**config.mk**
```make
export PLATFORM = sky130hd
export DESIGN_NAME = bpred_tracker
export DESIGN_NICKNAME = d
export VERILOG_FILES = /design/src/rtl/bpred_tracker.sv
export SDC_FILE = /design/constraint.sdc
export NUM_CORES = 1
export LEC_CHECK = 0
export ABC_CLOCK_PERIOD_IN_PS = 4010
export CAP_MARGIN = 0
export CORE_MARGIN = 8
export CORE_UTILIZATION = 50
export CTS_CLUSTER_SIZE = 12
export DETAILED_ROUTE_END_ITERATION = 8
export PLACE_DENSITY = 0.72
export REMOVE_ABC_BUFFERS = 1
export SLEW_MARGIN = 40
export SYNTH_ARGS = -nofsm -noshare
export SYNTH_HDL_FRONTEND = slang
export SYNTH_SLANG_ARGS = --single-unit
```
**constraint.sdc**
```tcl
create_clock -name clk -period 4.01 [get_ports clk]
set_input_delay 0.802 -clock clk [delete_from_list [all_inputs] [get_ports clk]]
set_output_delay 0.802 -clock clk [all_outputs]
set_load 0.02 [all_outputs]
```
**src/rtl/bpred_tracker.sv**
```systemverilog
// bpred_tracker: tracks in-flight branch predictions in order, drives the
// 1-bit prediction table's update port on resolve, and flushes wrong-path
// entries when the oldest branch turns out to be mispredicted.
module bpred_tracker #(
  parameter int unsigned PCWIDTH   = 32,
  parameter int unsigned DEPTH     = 4,
  parameter int unsigned LOG2DEPTH = 2
) (
  input  logic                 clk,
  input  logic                 reset,
  input  logic                 predict,
  input  logic [PCWIDTH-1:0]   predict_pc,
  input  logic                 prediction,
  input  logic                 resolve,
  input  logic                 resolve_taken,
  input  logic                 flush,
  output logic                 result_rdy,
  output logic                 result,
  output logic [PCWIDTH-1:0]   pc_result,
  output logic                 mispredict,
  output logic                 mispredict_taken,
  output logic                 full,
  output logic                 empty,
  output logic [LOG2DEPTH:0]   count,
  output logic                 err
);

  localparam int unsigned CW = LOG2DEPTH + 1;
  localparam int unsigned PW = LOG2DEPTH;

  // FIFO storage and capture stage
  logic [PCWIDTH-1:0] fifo_pc [DEPTH];
  logic [DEPTH-1:0]   fifo_pred;
  logic [PW-1:0]      wr_ptr;
  logic [PW-1:0]      rd_ptr;
  logic               pend_valid;
  logic [PCWIDTH-1:0] pend_pc;

  // Per-cycle control decisions
  logic [CW:0]        occ_c;
  logic               head_pred_c;
  logic [PCWIDTH-1:0] head_pc_c;
  logic               resolve_ok_c;
  logic               mis_c;
  logic               kill_c;
  logic               push_c;
  logic               pop_c;
  logic               capture_c;
  logic               err_set_c;

  // Decode this cycle's push/pop/capture/mispredict from registered state
  always_comb begin
    occ_c        = {1'b0, count} + (CW+1)'(pend_valid);
    full         = occ_c >= (CW+1)'(DEPTH);
    empty        = (count == CW'(0)) && !pend_valid;
    head_pred_c  = fifo_pred[rd_ptr];
    head_pc_c    = fifo_pc[rd_ptr];
    resolve_ok_c = resolve && !flush && (count != CW'(0));
    mis_c        = resolve_ok_c && (head_pred_c != resolve_taken);
    kill_c       = flush || mis_c;
    push_c       = pend_valid && !kill_c;
    pop_c        = resolve_ok_c && !mis_c;
    capture_c    = predict && !full && !kill_c;
    err_set_c    = !flush && ((predict && full) || (resolve && (count == CW'(0))));
  end

  // FIFO payload write; contents are don't-care until pushed
  always_ff @(posedge clk) begin
    if (push_c) begin
      fifo_pc[wr_ptr]   <= pend_pc;
      fifo_pred[wr_ptr] <= prediction;
    end
  end

  // Control state, pointers, table update port and status registers
  always_ff @(posedge clk) begin
    if (reset) begin
      wr_ptr           <= '0;
      rd_ptr           <= '0;
      count            <= '0;
      pend_valid       <= 1'b0;
      pend_pc          <= '0;
      result_rdy       <= 1'b0;
      result           <= 1'b0;
      pc_result        <= '0;
      mispredict       <= 1'b0;
      mispredict_taken <= 1'b0;
      err              <= 1'b0;
    end else begin
      pend_valid <= capture_c;
      if (capture_c) begin
        pend_pc <= predict_pc;
      end

      if (kill_c) begin
        wr_ptr <= '0;
        rd_ptr <= '0;
        count  <= '0;
      end else begin
        if (push_c) begin
          wr_ptr <= wr_ptr + PW'(1);
        end
        if (pop_c) begin
          rd_ptr <= rd_ptr + PW'(1);
        end
        if (push_c && !pop_c) begin
          count <= count + CW'(1);
        end else if (pop_c && !push_c) begin
          count <= count - CW'(1);
        end
      end

      result_rdy <= resolve_ok_c;
      if (resolve_ok_c) begin
        result    <= resolve_taken;
        pc_result <= head_pc_c;
      end

      mispredict <= mis_c;
      if (mis_c) begin
        mispredict_taken <= resolve_taken;
      end

      if (err_set_c) begin
        err <= 1'b1;
      end
    end
  end

endmodule

```
## Yosys cells after proc, flatten, opt, wreduce, memory -nomap -nowiden

Memories as Yosys holds them, arrays and structs flattened. A register that Yosys moved wholly into a read port is not among the register bits.
Index checks and enable logic that the tools add are counted.

| operators by class | value |
|---|---|
| add/subtract/negate cells | 5 |
| $lt $le $gt $ge | 4 |
| equal/unequal tests | 1 |
| multiplexer cells | 9 |
| reduce and logical (&&, ||, !) cells | 27 |

Operators with widths:

| cell | count |
|---|---|
| logical AND 1 bit | 14 |
| logical NOT 1 bit | 7 |
| less-than comparator 2 x 3 -> 1 bit, second input constant | 2 |
| two-way mux 3 bit | 2 |
| adder 2 x 1 -> 2 bit, second input constant | 2 |
| adder 3 x 1 -> 4 bit | 1 |
| bitwise mux 4 bit | 1 |
| greater-or-equal comparator 4 x 3 -> 1 bit, second input constant | 1 |
| two-way mux 1 bit | 4 |
| adder 3 x 1 -> 3 bit, second input constant | 1 |
| logical NOT 3 bit | 1 |
| nonzero test 3 bit | 1 |
| subtractor 3 x 1 -> 3 bit, second input constant | 1 |
| binary-select mux 1 bit (select 2 bit) | 1 |
| demux 1 bit (select 2 bit) | 1 |
| greater-or-equal comparator 2 x 1 -> 1 bit, second input constant | 1 |
| logical OR 1 bit | 2 |
| nonzero test 2 bit | 1 |
| OR reduction 2 bit | 1 |
| != test 1 bit | 1 |

| storage, ports and cells | value |
|---|---|
| bits in registers | 49 |
| bits in writable memories | 128 |
| input bits | 39 |
| output and inout port bits | 42 |
| word-level logic and storage cells | 58 |
| memories | 1 |

Memory list:

| memory | words | bits a word | read ports | clocked after Yosys merged registers in | write ports | line | source |
|---|---|---|---|---|---|---|---|
| fifo_pc | 4 | 32 | 1 | 1 | 1 | 32 | `logic [PCWIDTH-1:0] fifo_pc [DEPTH];` |

## Depth between registers and ports, before layout

Gate-level depths: netlist (run 1).

| depth | value |
|---|---|
| depth after elaboration | 11 |
| depth in mapped cells | 12 |
| gate-level depth less buffers | 10 |

## Worst setup path before layout (run 1)

Ideal clock, no wire load.

| timing path | value |
|---|---|
| kind | register to register |
| start | register rd_ptr[0] |
| end | memory fifo_pc[0][0] (enable) |
| setup time | 393 ps |
| arrival | 2387 ps |
| data required time | 3617 ps |
| path slack | 1230 ps |
| cell stages (with the launch flop) | 6 |
| buffers on the path | 1 |
| period minus slack after synthesis | 2780 ps |
| cells stage by stage | dfxtp_1 buf_2 mux4_2 xnor2_1 o211a_1 and2_1 |

| on the way | value |
|---|---|
| cells in the longest elaborated chain, start to end | 9 |

Ends and longest elaborated chain:

| what | line | source |
|---|---|---|
| start: declaration | 35 | `logic [PW-1:0] rd_ptr;` |
| start signal: assignment | 104 | `rd_ptr <= rd_ptr + PW'(1);` |
| binary-select mux 1 bit (select 2 bit) | 56 | `head_pred_c = fifo_pred[rd_ptr];` |
| two-way mux 1 bit (not written as such) | 56 |  |
| != test 1 bit | 59 | `mis_c = resolve_ok_c && (head_pred_c != resolve_taken);` |
| logical AND 1 bit | 59 |  |
| logical OR 1 bit | 60 | `kill_c = flush \|\| mis_c;` |
| logical NOT 1 bit | 61 | `push_c = pend_valid && !kill_c;` |
| logical AND 1 bit | 61 |  |
| via push_c | 46 | `logic push_c;` |
| two-way mux 1 bit | 69 | `if (push_c) begin` |
| two-way mux 1 bit (not written as such) | 70 | `fifo_pc[wr_ptr] <= pend_pc;` |
| end: declaration | 32 |  |

The timed path passes the listed nets, and every way through them passes these cells. The select of a mux whose other input is x is not followed.

## Final worst setup path (run 1)

| timing path | value |
|---|---|
| start | register rd_ptr[0] |
| end | register count[2] |

| on the way | value |
|---|---|
| cells in the longest elaborated chain, start to end | 10 |
| elaborated cells between the ends (all ways) | 16 |
| those cells by class | eq/ne: 1; mux: 3; reduce/logical: 12 |

Ends and longest elaborated chain:

| what | line | source |
|---|---|---|
| binary-select mux 1 bit (select 2 bit) * | 56 |  |
| two-way mux 1 bit (not written as such) * | 56 |  |
| != test 1 bit * | 59 |  |
| logical AND 1 bit * | 59 |  |
| logical OR 1 bit * | 60 |  |
| logical NOT 1 bit * | 61 |  |
| logical AND 1 bit * | 61 |  |
| via push_c | 46 |  |
| logical NOT 1 bit | 108 | `end else if (pop_c && !push_c) begin` |
| logical AND 1 bit | 108 |  |
| nonzero test 2 bit (no line) | - |  |
| end signal: assignment | 107 | `count <= count + CW'(1);` |
| end signal: assignment | 109 | `count <= count - CW'(1);` |
| end: declaration | 24 | `output logic [LOG2DEPTH:0] count,` |

The timed path passes the listed nets; every way through them passes the cells marked *. The select of a mux whose other input is x is not followed.
A chain may end at the register's enable or synchronous reset.

==> qor.csv, run 1 <==
stage;metric;value;unit
logic_synthesis;synth_compound_area_share;3.300;%
layout;fin_nets;652;
critical_path;crit_path_max_incr_delay;0.58;ns
die;initial_core_util;50.44;%
clocking;cts_buffer_depth;3;
drt;drt_wl_total;14.93;mm
clocking;cts_tree;built;
critical_path;critPathCaptureType;flip-flop;
drt;drt_iter0_markers;260;
logic_synthesis;synth_fa_ha_area_share;1.042;%
run_status;outcome;finished clean;
placement;dp_slack;0.8080;ns
logic_synthesis;synthFlopType;edfxtp_1;
global_route;grt_start_max_net_pins;103;
drt;ant_nets;0;
clocking;postCtsHoldBufs;0;
die;die_h;141.9;µm
drt;wire_per_inst;17.80;µm
drt;first_pass_iters;4;
drt;dr_total_vias;4336;
logic_synthesis;synth_xor_area_share;0.7578;%
critical_path;reg2reg_from;rd_ptr[0];
global_route;gr-total-overflow;0;
die;dieArea;0.02013;mm²
logic_synthesis;synth_area_leaders;edfxtp_1 50%, dfxtp_1 19%, mux4_2 9.4%;
run;maxCapViolCount;0;
logic_synthesis;synth_top_area_share;50.02;%
critical_path;critPathMaxFanout;5;
timing;hold_viol;0;
die;boundaryPins;81;
layout;area_growth;21.14;%
critical_path;cpMaxStageDelayCell;mux4_2;
clocking;cts_sinks;209;
critical_path;critical_path_required;4.38;ns
timing;fin_crit;2.800;ns
power_and_ir_drop;combPwrFrac;3.6;%
critical_path;critPathLaunchType;flip-flop;
die;fp-row-count;46;
placement;dp_hpwl;9.250;mm
global_route;track_usage;15.08;%
power_and_ir_drop;finalPower;4.332;mW
layout;layout-drive-gt1-share;12.20;%
logic_synthesis;synthTopCellsByCount;132 x edfxtp_1, 77 x dfxtp_1, 68 x nand2_1;
clocking;cts_max_level;1;
timing;finalClockSkew;0.009205;ns
timing;slew_headroom;56.32;%
power_and_ir_drop;netSwitchingFraction;19.36;%
timing;tightest_slew;0.6551;ns
drt;route.detailed.drc;0;
logic_synthesis;yosysWarningCount;0;
clocking;cts_root_buf;clkbuf_16;
clocking;path_clk_slew;0.06;ns
power_and_ir_drop;power_density;451.2;mW/mm²
power_and_ir_drop;power_switching;0.8385;mW
logic_synthesis;synthMuxAreaShare;13.67;%
min_path;min_path_type;reg2reg;
logic_synthesis;post-synth-top-count-cell;edfxtp_1;
timing;clock.fmax;357.1;MHz
clocking;cts_setup_buffers;0;
critical_path;rrSetupSlack;1.21;ns
power_and_ir_drop;p_leak;3.156;nW
placement;place_congestion;0.7396;
power_and_ir_drop;p_int;3.493;mW
timing;rsz0062_at_grt;false;
critical_path;crit_chain;mux4_2 -> xnor2_1 -> o211a_1 -> ha_1 -> inv_1 -> fa_1 -> xor2_1 -> nor2_1 -> xnor2_1 -> nor2_1;
logic_synthesis;synth-seq-area-share;69.47;%
layout;n_antenna_cell;0;
global_route;antenna_found_initial;0;
die;coreArea;0.01571;mm²
logic_synthesis;yosys_register_bits;209;
logic_synthesis;netlist_area;0.007925;mm²
die;die_x;141.9;µm
logic_synthesis;synthArstFlopShare;0;%
logic_synthesis;synth.avg_cell_area;15.12;µm²
drt;viasPerCell;5.168;
critical_path;crit_path_start;rd_ptr[0];
global_route;grt_pass1_wl;24.28;mm
power_and_ir_drop;vdd_drop_max;0.0004247;V
logic_synthesis;synth_cell_types;33;
clocking;cts_resized;0;
logic_synthesis;syn_inst;524;
timing;setup_slack;1.210;ns
logic_synthesis;synth_top_area_cell;edfxtp_1;
clocking;numCtsBuffers;22;
logic_synthesis;synthSimpleGateAreaFrac;9.678;%
critical_path;critPathArrivalTime;3.17;ns
global_route;grt_pass1_vias;4607;
min_path;worstHoldStart;pc_result[5];
power_and_ir_drop;clock_power_share;42.4;%
logic_synthesis;synth-edff-count;132;
timing;drv_slew;0;
critical_path;worstSetupPathType;reg2reg;
timing;finalSetupViolations;0;
clocking;clock_latency;0.49;ns
logic_synthesis;synth_top_family_by_area;multiplexers;
power_and_ir_drop;p_seq_share;54.0;%
placement;port_buffers;80;
timing;min_period_over_period;69.83;%
cells in the final DEF, fill, tap and decap left out, drive strengths merged, types with 2 or more instances in the layout:
| cell | count |
|---|---|
| a21oi | 37 |
| dfxtp | 77 |
| ha | 5 |
| mux2i | 34 |
| buf | 10 |
| mux4 | 33 |
| clkbuf | 37 |
| nor2 | 9 |
| edfxtp | 132 |
| nor3 | 2 |
| xor2 | 3 |
| inv | 7 |
| clkinv | 3 |
| xnor2 | 3 |
| and2 | 4 |
| nand2b | 64 |
| o21ai | 3 |
| clkdlybuf4s50 | 79 |
| nand2 | 68 |
kinds of logic (layout without fill, tap and decap cells):
group                      after synthesis  count (layout)
adders and majority gates                6               6
muxes                                   67              67
DFF                                    209             209
buffers and inverters                   37             136
and+or+nand+nor                        153             153
AOI/OAI and AO/OA                       46              46
xor gates and xnor gates                 6               6
routing by layer:
metal  global-route usage (%)  share of wire (%)  vias to the layer above
met3                    2.890                5.3                       22
met5                        0                  0                        -
met1                    19.89                 45                     2151
li1                         -                  -                     2063
met4                    4.014                1.5                        0
met2                    25.11                 48                      100
critical path: cells and delay by family (launching register included):
kind                       cells  cell delay (ns)
adders and majority gates      2             0.58
xor gates and xnor gates       3             0.66
DFF                            1             0.34
and+or+nand+nor                2             0.17
buffers and inverters          1             0.06
muxes                          1             0.58
AOI/OAI and AO/OA              1             0.30
worst paths after layout:
check	end	cells after the start
min reg2reg	pc_result[5]	2
max	count[2]	10
min	pc_result[5]	2
max reg2reg	count[2]	10
metrics by stage:
step | TNS [ns] | cells | hold WS, ns | instance area (µm²) | util (%)
global placement | 0 | 799 | 0.4442 | 8935 | 56.86
floorplan | -6.721 | 494 | 0.4612 | 7786 | -
global route | 0 | 839 | 0.4664 | 9600 | 61.10
CTS | 0 | 839 | 0.4545 | 9597 | 61.08
finish | 0 | 839 | 0.4536 | 9600 | 61.10
detailed placement | 0 | 799 | 0.4464 | 8936 | 56.87
cell type report:
| type | instances | area [µm²] |
|---|---|---|
| clock inverter | 3 | 11.26 |
| sequential | 209 | 5508 |
| clock buffer | 37 | 649.4 |
| fill | 1181 | 6112 |
| tap | 216 | 270.3 |
| inverter | 7 | 26.28 |
| multi-input combinational | 278 | 2266 |
| timing repair buffer | 89 | 869.6 |
power groups by stage:
stage	registers [mW]	clock network, mW	logic [mW]
6_report	2.34	1.84	0.156
5_1_grt	2.34	1.97	0.170
4_1_cts	2.34	1.88	0.158
3_5_place_dp	2.39	0	0.157
3_3_place_gp	2.38	0	0.153
2_1_floorplan	2.38	0	0.0733
state kept, by name, indices dropped and copies added, names as in the netlist:
signal and count:
fifo_pc 128, pc_result 32, pend_pc 32, fifo_pred 4
count 3, rd_ptr 2, wr_ptr 2, err 1
mispredict 1, mispredict_taken 1, pend_valid 1, result 1
result_rdy 1
Note: power is estimated with default switching activity, not from simulation.
==> run 2, diff against run 1 <==
Settings changed: ABC_CLOCK_PERIOD_IN_PS 4010 to 2400, PLACE_DENSITY 0.72 to 0.74.
Clock period 4.01 ns to 2.4 ns, I/O delays scaled along.
==> qor.csv, run 2 (synthesis gave the netlist of run 1 again) <==
stage;metric;value;unit;change
global_route;grt_pass1_wl;24.39;mm;+0.45%
power_and_ir_drop;clock_power_share;42.1;%;-0.3 points
timing;slew_headroom;54.80;%;-1.5 points
power_and_ir_drop;netSwitchingFraction;19.56;%;+0.20 points
timing;fin_crit;2.321;ns;-0.4791 ns
drt;viasPerCell;5.153;;-0.30%
drt;routed.top_layer;met4;;
clocking;cts_tree;built;;
placement;port_buffers;80;;unchanged
critical_path;worstSetupPathType;reg2reg;;
drt;met1_length;6.556;mm;-2.2%
die;die_x;141.9;µm;unchanged
layout;layout-drive-gt1-share;15.73;%;+3.5 points
placement;dp_cells;818;;+2.4%
critical_path;r2r_end;count[2];;
min_path;worstHoldStart;reset;;
timing;hold_viol;0;;unchanged
power_and_ir_drop;p_leak;3.288;nW;+4.2%
critical_path;critPathLaunchType;flip-flop;;
timing;setup_slack;0.07886;ns;-1.131 ns
timing;rsz0062_at_grt;true;;
global_route;gr-total-overflow;0;;unchanged
die;coreArea;0.01571;mm²;unchanged
clocking;path_clk_slew;0.06;ns;about the same
run_status;outcome;finished clean;;
die;initial_core_util;50.44;%;unchanged
die;dieArea;0.02013;mm²;unchanged
layout;final_common_cell;edfxtp_1;;
drt;first_pass_iters;4;;unchanged
die;die_h;141.9;µm;unchanged
power_and_ir_drop;power_switching;1.416;mW;+69%
power_and_ir_drop;power_density;734.2;mW/mm²;+63%
clocking;cts_max_level;1;;unchanged
timing;holdWs;0.4334;ns;-0.02023 ns
global_route;track_usage;15.43;%;+0.35 points
die;fp-row-count;46;;unchanged
min_path;hold_path_end;result_rdy;;
clocking;cts_buffer_depth;3;;unchanged
drt;wl_met3;783;µm;-1.8%
clocking;cts_sinks;209;;unchanged
global_route;antenna_found_initial;0;;unchanged
layout;regMostFlops;fifo_pc;;
power_and_ir_drop;vdd_drop_max;0.0005914;V;+39%
die;boundaryPins;81;;unchanged
placement;place_congestion;0.7222;;-2.4%
timing;drv_slew;0;;unchanged
drt;ant_nets;0;;unchanged
power_and_ir_drop;p_seq_share;53.9;%;about the same
critical_path;critPathCaptureType;flip-flop;;
timing;tightest_slew;0.6780;ns;+0.02288 ns
critical_path;rrSetupSlack;0.08;ns;-1.13 ns
global_route;grt_start_max_net_pins;48;;-53%
timing;finalSetupViolations;0;;unchanged
critical_path;critPathArrivalTime;2.69;ns;-0.48 ns
drt;drt_iter0_markers;230;;-12%
layout;reg_top3;fifo_pc x128, pc_result x32, pend_pc x32;;
clocking;numCtsBuffers;22;;unchanged
layout;n_antenna_cell;0;;unchanged
clocking;cts_root_buf;clkbuf_16;;
clocking;clock_latency;0.49;ns;about the same
timing;clock.fmax;430.8;MHz;+21%
layout;largest_reg_flops;128;;unchanged
placement;dp_slack;-0.09457;ns;-0.9026 ns
drt;routed-wl-met2;7.761;mm;+7.7%
layout;area_growth;24.41;%;
critical_path;critPathMaxFanout;2;;-3
min_path;hold_depth;2;;unchanged
critical_path;crit_path_start;rd_ptr[0];;
placement;dp_hpwl;9.585;mm;+3.6%
power_and_ir_drop;p_int;5.823;mW;+67%
drt;drt_wl_total;15.30;mm;+2.4%
global_route;grt_pass1_vias;4686;;+1.7%
critical_path;reg2reg_depth;10;;unchanged
critical_path;critical_path_required;2.77;ns;-1.61 ns
min_path;min_path_type;in2reg;;
drt;route.detailed.drc;0;;unchanged
drt;wire_per_inst;17.83;µm;+0.16%
power_and_ir_drop;combPwrFrac;4.0;%;+0.4 points
drt;dr_total_vias;4421;;+2.0%
critical_path;reg2reg_from;rd_ptr[0];;
timing;min_period_over_period;96.71;%;+27 points
clocking;postCtsHoldBufs;0;;unchanged
run;maxCapViolCount;0;;unchanged
layout;layout_common_cells;132 x edfxtp_1, 78 x clkdlybuf4s50_1, 75 x dfxtp_1;;
layout;final_cells;858;;+2.3%
timing;finalClockSkew;0.009273;ns;+0.00006812 ns
layout;fin_nets;671;;+2.9%
[run 2: cell count changes in the layout (fill, tap and decap cells not counted), moves of 2 or more]
cell      delta
buf_4       +11
buf_12       +9
clkinv_1     -2
clkinv_2     +2
[run 2: per-stage QoR]
step           utilization, %  area [µm²]  power, mW  TNS [ns]
4_1_cts                 62.70        9852      7.331         0
2_1_floorplan               -        7786      4.099   -293.89
3_3_place_gp            58.49        9190      4.257   -0.1004
3_5_place_dp            58.49        9190      4.270  -0.09457
6_report                62.75        9859      7.239         0
5_1_grt                 62.75        9859      7.494  -0.03156
[run 2: timing repair]
action,in CTS,in global routing
cloned,0,0
endpoints found under the setup margin,1,2
gates resized for setup,1,3
setup buffers,0,0
[run 2: routing by layer]
layer  up-vias  global-route usage [%]
li1       2104                       -
met3        22                   3.058
met2       104                   27.06
met1      2191                   19.11
met5         -                       0
met4         0                   4.014
[run 2: worst max-delay path: stages, from the launching register on]
cell     delay [ns]
dfxtp_2        0.33
mux4_2         0.54
xnor2_2        0.17
o211a_1        0.19
ha_2           0.18
inv_1          0.05
fa_2           0.33
xor2_1         0.14
nor2_1         0.11
xnor2_1        0.13
nor2_1         0.05
[run 2: how the worst max path moves through the flow]
stage / to / depth (start not counted)
6_report: count[2] / 10
4_1_cts: count[2] / 10
3_3_place_gp: count[2] / 10
3_5_place_dp: count[2] / 10
5_1_grt: count[2] / 10
2_1_floorplan: pend_pc[0] / 4
[run 2: area by class of cell]
cell class | count | area [µm²]
inverter | 7 | 26.28
sequential | 209 | 5508
clock inverter | 4 | 20.02
clock buffer | 36 | 634.4
fill | 1186 | 5853
timing repair buffer | 108 | 1124
tap | 216 | 270.3
multi-input combinational | 278 | 2277
[run 2: power by group through the flow]
| stage | logic (mW) | registers (mW) | clock network (mW) |
|---|---|---|---|
| finish | 0.288 | 3.90 | 3.05 |
| global route | 0.314 | 3.91 | 3.27 |
| detailed placement | 0.290 | 3.98 | 0 |
| global placement | 0.285 | 3.97 | 0 |
| CTS | 0.293 | 3.90 | 3.13 |
| floorplan | 0.122 | 3.98 | 0 |
==> RTL edit: new RTL, config.mk and constraints of run 2 <==
Put one more register stage on the output `err`, without a reset. The value now appears one clock later. The other outputs are not delayed to match.
--- a/src/rtl/bpred_tracker.sv
+++ b/src/rtl/bpred_tracker.sv
@@ -27,6 +27,8 @@
 
   localparam int unsigned CW = LOG2DEPTH + 1;
   localparam int unsigned PW = LOG2DEPTH;
+
+  logic err_s0;
 
   // FIFO storage and capture stage
   logic [PCWIDTH-1:0] fifo_pc [DEPTH];
@@ -85,7 +87,7 @@
       pc_result        <= '0;
       mispredict       <= 1'b0;
       mispredict_taken <= 1'b0;
-      err              <= 1'b0;
+      err_s0           <= 1'b0;
     end else begin
       pend_valid <= capture_c;
       if (capture_c) begin
@@ -122,10 +124,14 @@
       end
 
       if (err_set_c) begin
-        err <= 1'b1;
+        err_s0 <= 1'b1;
       end
     end
   end
 
+  always_ff @(posedge clk) begin
+    err <= err_s0;
+  end
+
 endmodule
 
Formal check against the unedited RTL: not equivalent (a bounded check fails within 4 cycles, from zero or initial values and one cycle with reset high).
==> RTL edit against run 2 <==
Total power is 1.1% higher; clock power is 2% higher; sequential share of layout area is 0.47 points higher; area after synthesis is 0.25% higher; routed wire length is 0.67% higher; cell area is 0.48% lower; sequential cell count is 1 higher; worst setup slack worse by 0.062 ns; non-clock buffer count is 3 lower; largest power group unchanged.
==> RTL edit: results (changes against run 2) <==
place_congestion: 0.769  # +6.5%
cts_setup_buffers: 0  # unchanged
hp-class: "reg -> reg"
ys_top_cells_by_area: "edfxtp_1 50%, dfxtp_1 20%, mux4_2 9.4%"
synth_common_cells: "132 x edfxtp_1, 78 x dfxtp_1, 68 x nand2_1"
pre_cts_slack_ns: -0.105  # -0.0107 ns
finClkSkew_ns: 0.00712  # -0.00215 ns
power_leakage_nw: 3.27  # -0.60%
drtIter0Drc: 356  # +55%
drive_gt1_share_pct: 14.7  # -1.0 points
dp_hpwl_um: 9290  # -3.1%
min_to: "err"
yosysSeqAreaShare_pct: 69.5  # +0.077 points
relSlewSlack_pct: 54.7  # -0.078 points
placed_area_mm2: 0.00914  # -0.57%
grt_pass1_vias: 4763  # +1.6%
finalWirelength_um: 15400  # +0.67%
worstRegToRegCells: 11  # +1
outcome: "finished, final reports clean"
min_from: "err_s0"
grt_pass1_wl_um: 24800  # +1.6%
grt_usage_pct: 15.6  # +0.18 points
grt_max_degree: 77  # +60%
r2r_slack_ns: 0.02  # -0.06 ns
worstPathArrival_ns: 2.75  # +0.06 ns
path_max_fanout: 3  # +1
vias_per_cell: 5.18  # +0.49%
RTL edit: layer usage:
metal	share of wire [%]	track usage, %
met5	0	0
met1	43	19.5
met3	6.0	3.12
met4	1.1	3.56
met2	50	27.4
RTL edit: worst max-delay path by stage:
stage                  start          to  slack (ns)
6_report           rd_ptr[0]    count[2]        0.02
5_1_grt            rd_ptr[0]    count[2]       -0.13
4_1_cts         fifo_pred[3]    count[2]       0.005
3_5_place_dp   resolve_taken    count[2]       -0.11
3_3_place_gp   resolve_taken    count[2]       -0.07
2_1_floorplan       count[0]  pend_pc[0]       -1.70
RTL edit: cell type report:
cell class / count / area, um^2
clock buffers: 36 / 656
well taps: 216 / 270
flip-flops and latches: 210 / 5530
repair buffers: 105 / 1050
inverters: 7 / 26.3
fillers: 1171 / 5900
multi-input cells: 278 / 2270
clock inverters: 3 / 11.3
RTL edit: kinds of logic after synthesis:
logic type	count (synthesis)	synth area share, %
buf+inv	37	2.08
mux	67	13.6
compound gates	46	3.29
flops	210	69.5
fa+ha+maj	6	1.04
xor+xnor	6	0.756
simple gates	153	9.65
RTL edit: per-stage QoR:
stage / instances / power [W]
final: 855 / 0.00732
after global routing: 855 / 0.00756
after CTS: 855 / 0.00739
after detailed placement: 816 / 0.00428
after global placement: 816 / 0.00427
after floorplan: 495 / 0.00412
RTL edit: power breakdown:
part           switching [W]  internal, W  total, W
logic               0.000130     0.000155  0.000284
registers          0.0000431      0.00388   0.00392
clock network        0.00125      0.00186   0.00311
total                0.00143      0.00589   0.00732
RTL edit: what timing repair did:
item                       CTS  global route
gates cloned                 0             0
resized for setup            1             0
setup endpoints to repair    1             1
pin swaps                    0             0
hold buffers                 0             0
